[src/rtl/mips_fetch_pkg.sv]
// ============================================================================
// Module      : mips_fetch_pkg
// Description : Shared fetch-stage types, reset defaults and opcode field bounds.
// Revision    : 1.0 - initial release
// ============================================================================
`default_nettype none

package mips_fetch_pkg;

  typedef enum logic [1:0] {
    S_REQ  = 2'd0,
    S_WAIT = 2'd1,
    S_KILL = 2'd2,
    S_HOLD = 2'd3
  } fetchState_t;

  localparam logic [31:0] c_resetPcDefault  = 32'h0040_0000;
  localparam logic [31:0] c_nopWordDefault  = 32'h0000_0000;
  localparam int          c_opMsb           = 31;
  localparam int          c_opLsb           = 26;

endpackage

`default_nettype wire

[src/rtl/if_id_register.sv]
// ============================================================================
// Module      : if_id_register
// Description : IF/ID pipeline register with flush > stall > load > bubble priority.
// Revision    : 1.0 - initial release
// ============================================================================
`default_nettype none

module if_id_register
  import mips_fetch_pkg::*;
#(
  parameter logic [31:0] NOP_WORD = c_nopWordDefault
) (
  input  logic        clk,
  input  logic        reset,
  input  logic        flush,
  input  logic        stall,
  input  logic        load,
  input  logic [31:0] loadInstr,
  input  logic [31:0] loadPcPlus4,
  output logic        ifid_valid,
  output logic [31:0] ifid_instr,
  output logic [31:0] ifid_pc_plus4
);

  logic        r_valid;
  logic [31:0] r_instr;
  logic [31:0] r_pcPlus4;

  // Flush and bubble both keep pc_plus4 so downstream sees a stable value.
  always_ff @(posedge clk) begin
    if (reset) begin
      r_valid   <= 1'b0;
      r_instr   <= NOP_WORD;
      r_pcPlus4 <= 32'h0000_0000;
    end else if (flush) begin
      r_valid   <= 1'b0;
      r_instr   <= NOP_WORD;
    end else if (stall) begin
      r_valid   <= r_valid;
    end else if (load) begin
      r_valid   <= 1'b1;
      r_instr   <= loadInstr;
      r_pcPlus4 <= loadPcPlus4;
    end else begin
      r_valid   <= 1'b0;
      r_instr   <= NOP_WORD;
    end
  end

  assign ifid_valid    = r_valid;
  assign ifid_instr    = r_instr;
  assign ifid_pc_plus4 = r_pcPlus4;

endmodule

`default_nettype wire

[src/rtl/instruction_fetch_stage.sv]
// ============================================================================
// Module      : instruction_fetch_stage
// Description : PC and single-outstanding-request fetch FSM feeding IF/ID.
// Revision    : 1.0 - initial release
// ============================================================================
`default_nettype none

module instruction_fetch_stage
  import mips_fetch_pkg::*;
#(
  parameter logic [31:0] RESET_PC = c_resetPcDefault,
  parameter logic [31:0] NOP_WORD = c_nopWordDefault
) (
  input  logic        clk,
  input  logic        reset,
  input  logic        stall,
  input  logic        redirect_valid,
  input  logic [31:0] redirect_pc,
  output logic        imem_req,
  output logic [31:0] imem_addr,
  input  logic        imem_ready,
  input  logic        imem_rvalid,
  input  logic [31:0] imem_rdata,
  output logic        ifid_valid,
  output logic [31:0] ifid_instr,
  output logic [31:0] ifid_pc_plus4,
  output logic [5:0]  ifid_op,
  output logic        fetch_err
);

  fetchState_t r_state;
  fetchState_t w_stateNext;
  logic [31:0] r_pc;
  logic [31:0] w_pcNext;
  logic [31:0] r_holdBuf;
  logic [31:0] w_holdBufNext;
  logic [31:0] w_redirectAligned;
  logic [31:0] w_pcPlus4;
  logic        w_load;
  logic [31:0] w_loadInstr;
  logic        r_fetchErr;

  assign w_redirectAligned = {redirect_pc[31:2], 2'b00};
  assign w_pcPlus4         = r_pc + 32'd4;

  always_ff @(posedge clk) begin
    if (reset) begin
      r_state    <= S_REQ;
      r_pc       <= RESET_PC;
      r_holdBuf  <= 32'h0000_0000;
      r_fetchErr <= 1'b0;
    end else begin
      r_state    <= w_stateNext;
      r_pc       <= w_pcNext;
      r_holdBuf  <= w_holdBufNext;
      if (redirect_valid && (redirect_pc[1:0] != 2'b00))
        r_fetchErr <= 1'b1;
    end
  end

  // Every state honours a redirect by retargeting the PC; only the exit differs.
  always_comb begin
    w_stateNext   = r_state;
    w_pcNext      = r_pc;
    w_holdBufNext = r_holdBuf;
    w_load        = 1'b0;
    w_loadInstr   = imem_rdata;
    case (r_state)
      S_REQ: begin
        if (redirect_valid)  w_pcNext    = w_redirectAligned;
        else if (imem_ready) w_stateNext = S_WAIT;
      end
      S_WAIT: begin
        if (imem_rvalid) begin
          if (redirect_valid) begin
            w_pcNext    = w_redirectAligned;
            w_stateNext = S_REQ;
          end else if (stall) begin
            w_holdBufNext = imem_rdata;
            w_stateNext   = S_HOLD;
          end else begin
            w_load      = 1'b1;
            w_pcNext    = w_pcPlus4;
            w_stateNext = S_REQ;
          end
        end else if (redirect_valid) begin
          w_pcNext    = w_redirectAligned;
          w_stateNext = S_KILL;
        end
      end
      S_KILL: begin
        if (redirect_valid) w_pcNext    = w_redirectAligned;
        if (imem_rvalid)    w_stateNext = S_REQ;
      end
      S_HOLD: begin
        if (redirect_valid) begin
          w_holdBufNext = 32'h0000_0000;
          w_pcNext      = w_redirectAligned;
          w_stateNext   = S_REQ;
        end else if (!stall) begin
          w_load      = 1'b1;
          w_loadInstr = r_holdBuf;
          w_pcNext    = w_pcPlus4;
          w_stateNext = S_REQ;
        end
      end
      default: w_stateNext = S_REQ;
    endcase
  end

  assign imem_req  = (r_state == S_REQ) && !redirect_valid && !reset;
  assign imem_addr = r_pc;
  assign fetch_err = r_fetchErr;
  assign ifid_op   = ifid_instr[c_opMsb:c_opLsb];

  if_id_register #(
    .NOP_WORD (NOP_WORD)
  ) u_ifId (
    .clk           (clk),
    .reset         (reset),
    .flush         (redirect_valid),
    .stall         (stall),
    .load          (w_load),
    .loadInstr     (w_loadInstr),
    .loadPcPlus4   (w_pcPlus4),
    .ifid_valid    (ifid_valid),
    .ifid_instr    (ifid_instr),
    .ifid_pc_plus4 (ifid_pc_plus4)
  );

endmodule

`default_nettype wire

[config.mk]
export PLATFORM = sky130hd
export DESIGN_NAME = instruction_fetch_stage
export DESIGN_NICKNAME = d
export VERILOG_FILES = /design/src/rtl/mips_fetch_pkg.sv /design/src/rtl/if_id_register.sv /design/src/rtl/instruction_fetch_stage.sv
export SDC_FILE = /design/constraint.sdc
export NUM_CORES = 1
export LEC_CHECK = 0
export ABC_AREA = 0
export CAP_MARGIN = 30
export CORE_MARGIN = 5
export CORE_UTILIZATION = 35
export DETAILED_ROUTE_END_ITERATION = 7
export HOLD_SLACK_MARGIN = 0.08
export SETUP_SLACK_MARGIN = 0.15
export SYNTH_ARGS = -nofsm -noshare
export SYNTH_HDL_FRONTEND = slang
export SYNTH_HIERARCHICAL = 1
export SYNTH_SLANG_ARGS = --single-unit
[constraint.sdc]
create_clock -name clk -period 3 [get_ports clk]
set_input_delay 0.6 -clock clk [delete_from_list [all_inputs] [get_ports clk]]
set_output_delay 0.6 -clock clk [all_outputs]
set_load 0.005 [all_outputs]
# Word-level counts from Yosys, hierarchy flattened
# Cells that the tools add are included.
totals:
  latchBits: 0
  inputBits: 70
  ff_bits: 132
  memories: 0
  out_inout_bits: 105
  ram_bits: 0
  rom_bits: 0
classes:
  addsub: 1
  eq_ne: 12
  n_reduce_logical: 13
  div_mod_pow: 0
  n_bitwise: 2
  magnitude_cmp: 0
  shift: 0
  mul: 0
  n_mux: 27
ops:
  columns: ["cell", "n"]
  rows:
  - ["$mux W32", 10]
  - ["$pmux W32 S3", 1]
  - ["$pmux W32 S2", 1]
  - ["$add A32 B3 Y32 const B", 1]
  - ["$mux W2", 9]
  - ["$ne A2 B2 Y1 const B", 7]
  - ["$reduce_and A5 Y1", 2]
  - ["$pmux W2 S4", 1]
  - ["$ne A3 B3 Y1 const B", 2]
  - ["$eq A2 B2 Y1 const B", 2]
  - ["$mux W1", 4]
  - ["$reduce_bool A2 Y1", 2]
  - ["$reduce_or A2 Y1", 2]
  - ["$logic_and A1 B1 Y1", 3]
  - ["$reduce_and A3 Y1", 1]
  - ["$eq A2 B1 Y1 const B", 1]
  - ["$logic_not A1 Y1", 2]
  - ["$logic_not A2 Y1", 1]
  - ["$not A1 Y1", 2]
  - ["$pmux W1 S2", 1]

# Logic depth before layout (Yosys ltp)
# Gate-level depths: netlist (run 1).
depth:
  ltp_word: 5
  ltp_mapped: 11
  mapped_depth_nobuf: 7

# Modules after synthesis
# The synthesis (run 1) kept the hierarchy.
by_module_without_submodules:
  columns: ["module", "instances", "area_per_inst_um2", "cells_each"]
  rows:
  - ["instruction_fetch_stage", 1, 4112.7, 501]
  - ["if_id_register", 1, 2752.6, 287]

# Worst setup path after synthesis (run 1)
# OpenSTA, ideal clock, no wires.
synth_path:
  kind: "input-to-reg"
  startpoint: "input redirect_valid"
  endpoint: "register u_ifId.r_pcPlus4[10] (netlist: u_ifId/ifid_pc_plus4[10])"
  setup_ns: 0.118
  cell_stages: 9
  required_ns: 2.882
  t_arrival_ns: 2.158
  n_path_buf: 6
  setup_slack_ns: 0.724
  path_cell_list: "clkbuf_1 buf_1 buf_1 nor2_1 buf_6 nor3b_4 buf_6 buf_12 mux2i_1"
synth_between:
  elab_chain_len: 4
  word_cells_on_any_way: 5
  cone_classes: "mux: 3; bitwise: 1; reduce/logical: 1"
synth_lines:
  columns: ["element", "line_no", "rtl"]
  rows:
  - ["start, declared", "instruction_fetch_stage.sv:17", "input logic redirect_valid,"]
  - ["$mux W1 *", "instruction_fetch_stage.sv:75", "if (redirect_valid) begin"]
  - ["$mux W1", "instruction_fetch_stage.sv:74", "if (imem_rvalid) begin"]
  - ["$pmux W1 S2 *", "instruction_fetch_stage.sv:68", "case (r_state)"]
  - ["net w_load", "instruction_fetch_stage.sv:39", "logic w_load;"]
  - ["$reduce_and A3 Y1 (no source line) *", null, null]
  - ["end signal, assigned", "if_id_register.sv:43", "r_pcPlus4 <= loadPcPlus4;"]
  - ["end, declared", "if_id_register.sv:27", "logic [31:0] r_pcPlus4;"]
# The timed path passes the listed nets; every way through them passes the cells marked *.
# A chain may end at the register's enable or synchronous reset.

# Worst setup path after layout (run 1)
layout_path:
  startpoint: "register r_pc[3] (netlist: imem_addr[3])"
  endpoint: "register r_pc[18] (netlist: imem_addr[18])"
layout_between:
  elab_chain_len: 5
layout_lines:
  columns: ["element", "line_no", "rtl"]
  rows:
  - ["start, declared", "instruction_fetch_stage.sv:33", "logic [31:0] r_pc;"]
  - ["start signal, assigned", "instruction_fetch_stage.sv:54", "r_pc <= w_pcNext;"]
  - ["$add A32 B3 Y32 *", "instruction_fetch_stage.sv:44", "assign w_pcPlus4 = r_pc + 32'd4;"]
  - ["$mux W32 *", "instruction_fetch_stage.sv:78, instruction_fetch_stage.sv:100", null]
  - ["$mux W32 *", "instruction_fetch_stage.sv:75", null]
  - ["$mux W32", "instruction_fetch_stage.sv:74", null]
  - ["$pmux W32 S3 *", "instruction_fetch_stage.sv:68", null]
# Mark *: on every way between the ends. The rest lies on a longest branch, timed or not.

==> results of run 1 <==
==> per-layer routing <==
layer	up-vias	global-route usage
li1	3047	-
met4	2	0.0576
met3	27	0.0660
met2	181	0.265
met5	-	0
met1	2886	0.231
==> cells in the mapped netlist (all sizes together), types with 5 or more instances <==
cell type / instances / area, sq um
a2111oi: 6 / 52.6
a211oi: 10 / 75.1
a21oi: 38 / 190
a22oi: 33 / 248
a311oi: 11 / 96.3
and3: 6 / 37.5
buf: 31 / 225
clkbuf: 52 / 200
dfxtp: 132 / 2640
inv: 11 / 41.3
mux2: 33 / 372
mux2i: 35 / 350
nand2: 56 / 218
nand2b: 66 / 413
nand3: 16 / 92.6
nand3b: 32 / 240
nand4: 15 / 93.8
nor2: 70 / 263
nor2b: 7 / 43.8
nor3: 14 / 70.1
nor3b: 10 / 86.3
nor4: 18 / 125
o21ai: 7 / 35.0
o31ai: 6 / 45.0
or2: 5 / 31.3
or4: 8 / 60.1
xnor2: 27 / 236
xor2: 8 / 70.1
==> logic make-up (layout without fill, tap and decap cells) <==
group | count (synthesis) | count (layout) | synth area share
buffers and inverters | 94 | 239 | 0.0680
DFF | 132 | 132 | 0.385
AOI/OAI and AO/OA | 124 | 124 | 0.125
and+or+nand+nor | 334 | 334 | 0.271
muxes | 68 | 68 | 0.105
adders and majority gates | 1 | 1 | 0.00182
xor gates and xnor gates | 35 | 35 | 0.0447
==> power breakdown <==
| part | leakage (nW) | total (mW) | switching, mW | internal (mW) |
|---|---|---|---|---|
| Clock | 0.339 | 2.49 | 0.775 | 1.71 |
| Combinational | 1.67 | 0.432 | 0.186 | 0.246 |
| Sequential | 1.07 | 1.86 | 0.0656 | 1.79 |
| Total | 3.08 | 4.77 | 1.03 | 3.75 |
==> worst paths after layout <==
| check | from | to | slack [ns] |
|---|---|---|---|
| worst max-delay path | imem_addr[3]$_SDFF_PP0_ | imem_addr[18]$_SDFF_PP0_ | 0.44 |
| worst min-delay path | fetch_err$_SDFFE_PP0P_ | fetch_err$_SDFFE_PP0P_ | 0.45 |
| worst max register to register | imem_addr[3]$_SDFF_PP0_ | imem_addr[18]$_SDFF_PP0_ | 0.44 |
| worst min register to register | fetch_err$_SDFFE_PP0P_ | fetch_err$_SDFFE_PP0P_ | 0.45 |
==> stage by stage <==
stage	worst slack, ns	cells	util	hold WS (ns)
detailed placement	0.285	1166	0.448	0.447
floorplan	0.724	788	-	0.442
finish	0.444	1198	0.484	0.451
global placement	0.352	1166	0.448	0.439
global route	0.271	1198	0.484	0.483
CTS	0.446	1198	0.484	0.456
==> worst min-delay path, delay by kind of cell (launching register included) <==
kind | cells | cell delay [ns]
compound gates | 1 | 0.05
flops | 1 | 0.31
buf+inv | 1 | 0.05
==> sequential cells by signal, indices dropped and copies added, names as in the netlist <==
signal                flops
fetch_err                 1
imem_addr                32
r_holdBuf                32
r_state                   2
u_ifId/ifid_instr        32
u_ifId/ifid_pc_plus4     32
u_ifId/ifid_valid         1
==> area by class of cell <==
cell class / instances / area (sq um) / share of cell area
sequential: 132 / 2640 / 0.281
clock buffer: 24 / 482 / 0.0513
tap: 265 / 332 / 0.0353
multi-input combinational: 562 / 3770 / 0.401
inverter: 11 / 41.3 / 0.00440
clock inverter: 8 / 219 / 0.0233
timing repair buffer: 196 / 1910 / 0.203
==> reports/metrics.csv, run 1 <==
stage;metric;value;unit
run_status;status;finished clean;
grt;first_global_vias;5772;
logic_synthesis;ys.flop_type;dfxtp_1;
worst_setup_path;worstPathArrival;2.88;ns
worst_setup_path;cp_slowest_cell;or4_1;
floorplan;coreArea;19400;sq um
worst_setup_path;worst_setup_path_end_kind;flop;
floorplan;fp.dieW;150;um
worst_setup_path;timing_worst_setup_path_type;reg -> reg;
sta;rsz0062_at_grt;false;
clock_tree;cts_root_buf;clkbuf_16;
logic_synthesis;synth_edf_count;0;
cells_and_area;fillers;1870;
pwr;power.total;4.77;mW
sta;period_minus_slack;2.56;ns
detailed_routing;wl_met3;1620;um
floorplan;ios;175;
worst_setup_path;crit_path_start_kind;flop;
clock_tree;clkTransAtPathRegs;0.06;ns
pwr;cellLeakagePower;3.08;nW
grt;grt_pass1_wl;31300;um
logic_synthesis;netlist-cell-type-count;53;
detailed_routing;top_layer;met5;
clock_tree;htree_levels;4;
floorplan;start_util;0.354;
logic_synthesis;ys_warn_count;6;
placement;place.gp.congestion;0.832;
detailed_routing;first_pass_iters;5;
pwr;power.density;508;nW/um^2
floorplan;dieArea;22500;sq um
detailed_routing;drt_iter0_drc;389;
clock_tree;cts_tree;yes;
logic_synthesis;syn_nets;859;
worst_setup_path;crit_required;3.33;ns
sta;clock_skew;0.00751;ns
cells_and_area;final_cell_mix;clkdlybuf4s50_1 (171), dfxtp_1 (132), nor2_1 (69);
clock_tree;post_cts_buffers;0;
grt;track_usage;0.176;
cells_and_area;areaGrowthSynthToFinish;36.8;%
pwr;peakVddDrop;0.000410;V
logic_synthesis;synthCells;788;
worst_setup_path;crit_family;simple AND/OR/NAND/NOR gates;
sta;fmax;391;MHz
flow_run;maxCapViolCount;0;
clock_tree;insertion_delay;0.42;ns
clock_tree;cts_sinks;132;
cells_and_area;antennaDiodeCount;0;
detailed_routing;drt.antenna.violating_nets;0;
worst_setup_path;cpMostUsedCell;or4_1;
sta;hold_viol;0;
sta;setup_viol;0;
cells_and_area;stdcell_area;9390;sq um
placement;post_dp_cell_area;8690;sq um
placement;portBuffers;174;
floorplan;rows;51;
detailed_routing;num_vias;6143;
cells_and_area;layout_commonest_cell;clkdlybuf4s50_1;
worst_setup_path;rr_worst_depth;5;
worst_setup_path;slowest_delay;0.73;ns
grt;grt_overflow;0;
clock_tree;clock_path_buffers;2;
detailed_routing;wl_met2;8960;um
worst_setup_path;crit_cells;5;
grt;antenna_found_initial;1;
grt;grt_max_degree;79;
sta;finalMaxSlewViolations;0;
logic_synthesis;synth_seq_cells;132;
worst_setup_path;path_buf_inv;0;
logic_synthesis;synthArstFlopShare;0;
detailed_routing;wl_per_cell;16.9;um
worst_setup_path;path_cells;ha_1 > nand4_1 > or4_1 > or4_1 > a311oi_1;
sta;slew_headroom;0.489;
clock_tree;cts_buffers;17;
sta;setup_tns;0;ns
cells_and_area;drive_gt1_frac;0.105;
logic_synthesis;avgSynthCellArea;8.71;sq um
worst_setup_path;cp_max_fo;15;
clock_tree;cts_resized;0;
placement;hpwl;13600;um
cells_and_area;nets;991;
detailed_routing;routed_wirelength;20200;um
detailed_routing;drt-vias-per-instance;5.13;
logic_synthesis;synth-seq-area-share;0.385;
detailed_routing;met1_length;9310;um
sta;worst_pin_slew;0.764;ns
detailed_routing;route.detailed.drc;0;
sta;period_share;0.852;
clock_tree;ctsHoldBuffers;0;
min_path;whs_path_depth;2;
min_path;hold_class;reg -> reg;
floorplan;die_h;150;um
logic_synthesis;synth_area;6870;sq um
Power figures use the tool's default switching activity.
==> inputs of run 2 (changes only) <==
--- a/config.mk
+++ b/config.mk
@@ -12,6 +12,7 @@
 export DETAILED_ROUTE_END_ITERATION = 7
 export HOLD_SLACK_MARGIN = 0.08
 export SETUP_SLACK_MARGIN = 0.15
+export SLEW_MARGIN = 20
 export SYNTH_ARGS = -nofsm -noshare
 export SYNTH_HDL_FRONTEND = slang
 export SYNTH_HIERARCHICAL = 1
==> results of run 2 <==
Same layout as run 1: the final DEF is identical, and so are final timing and power.
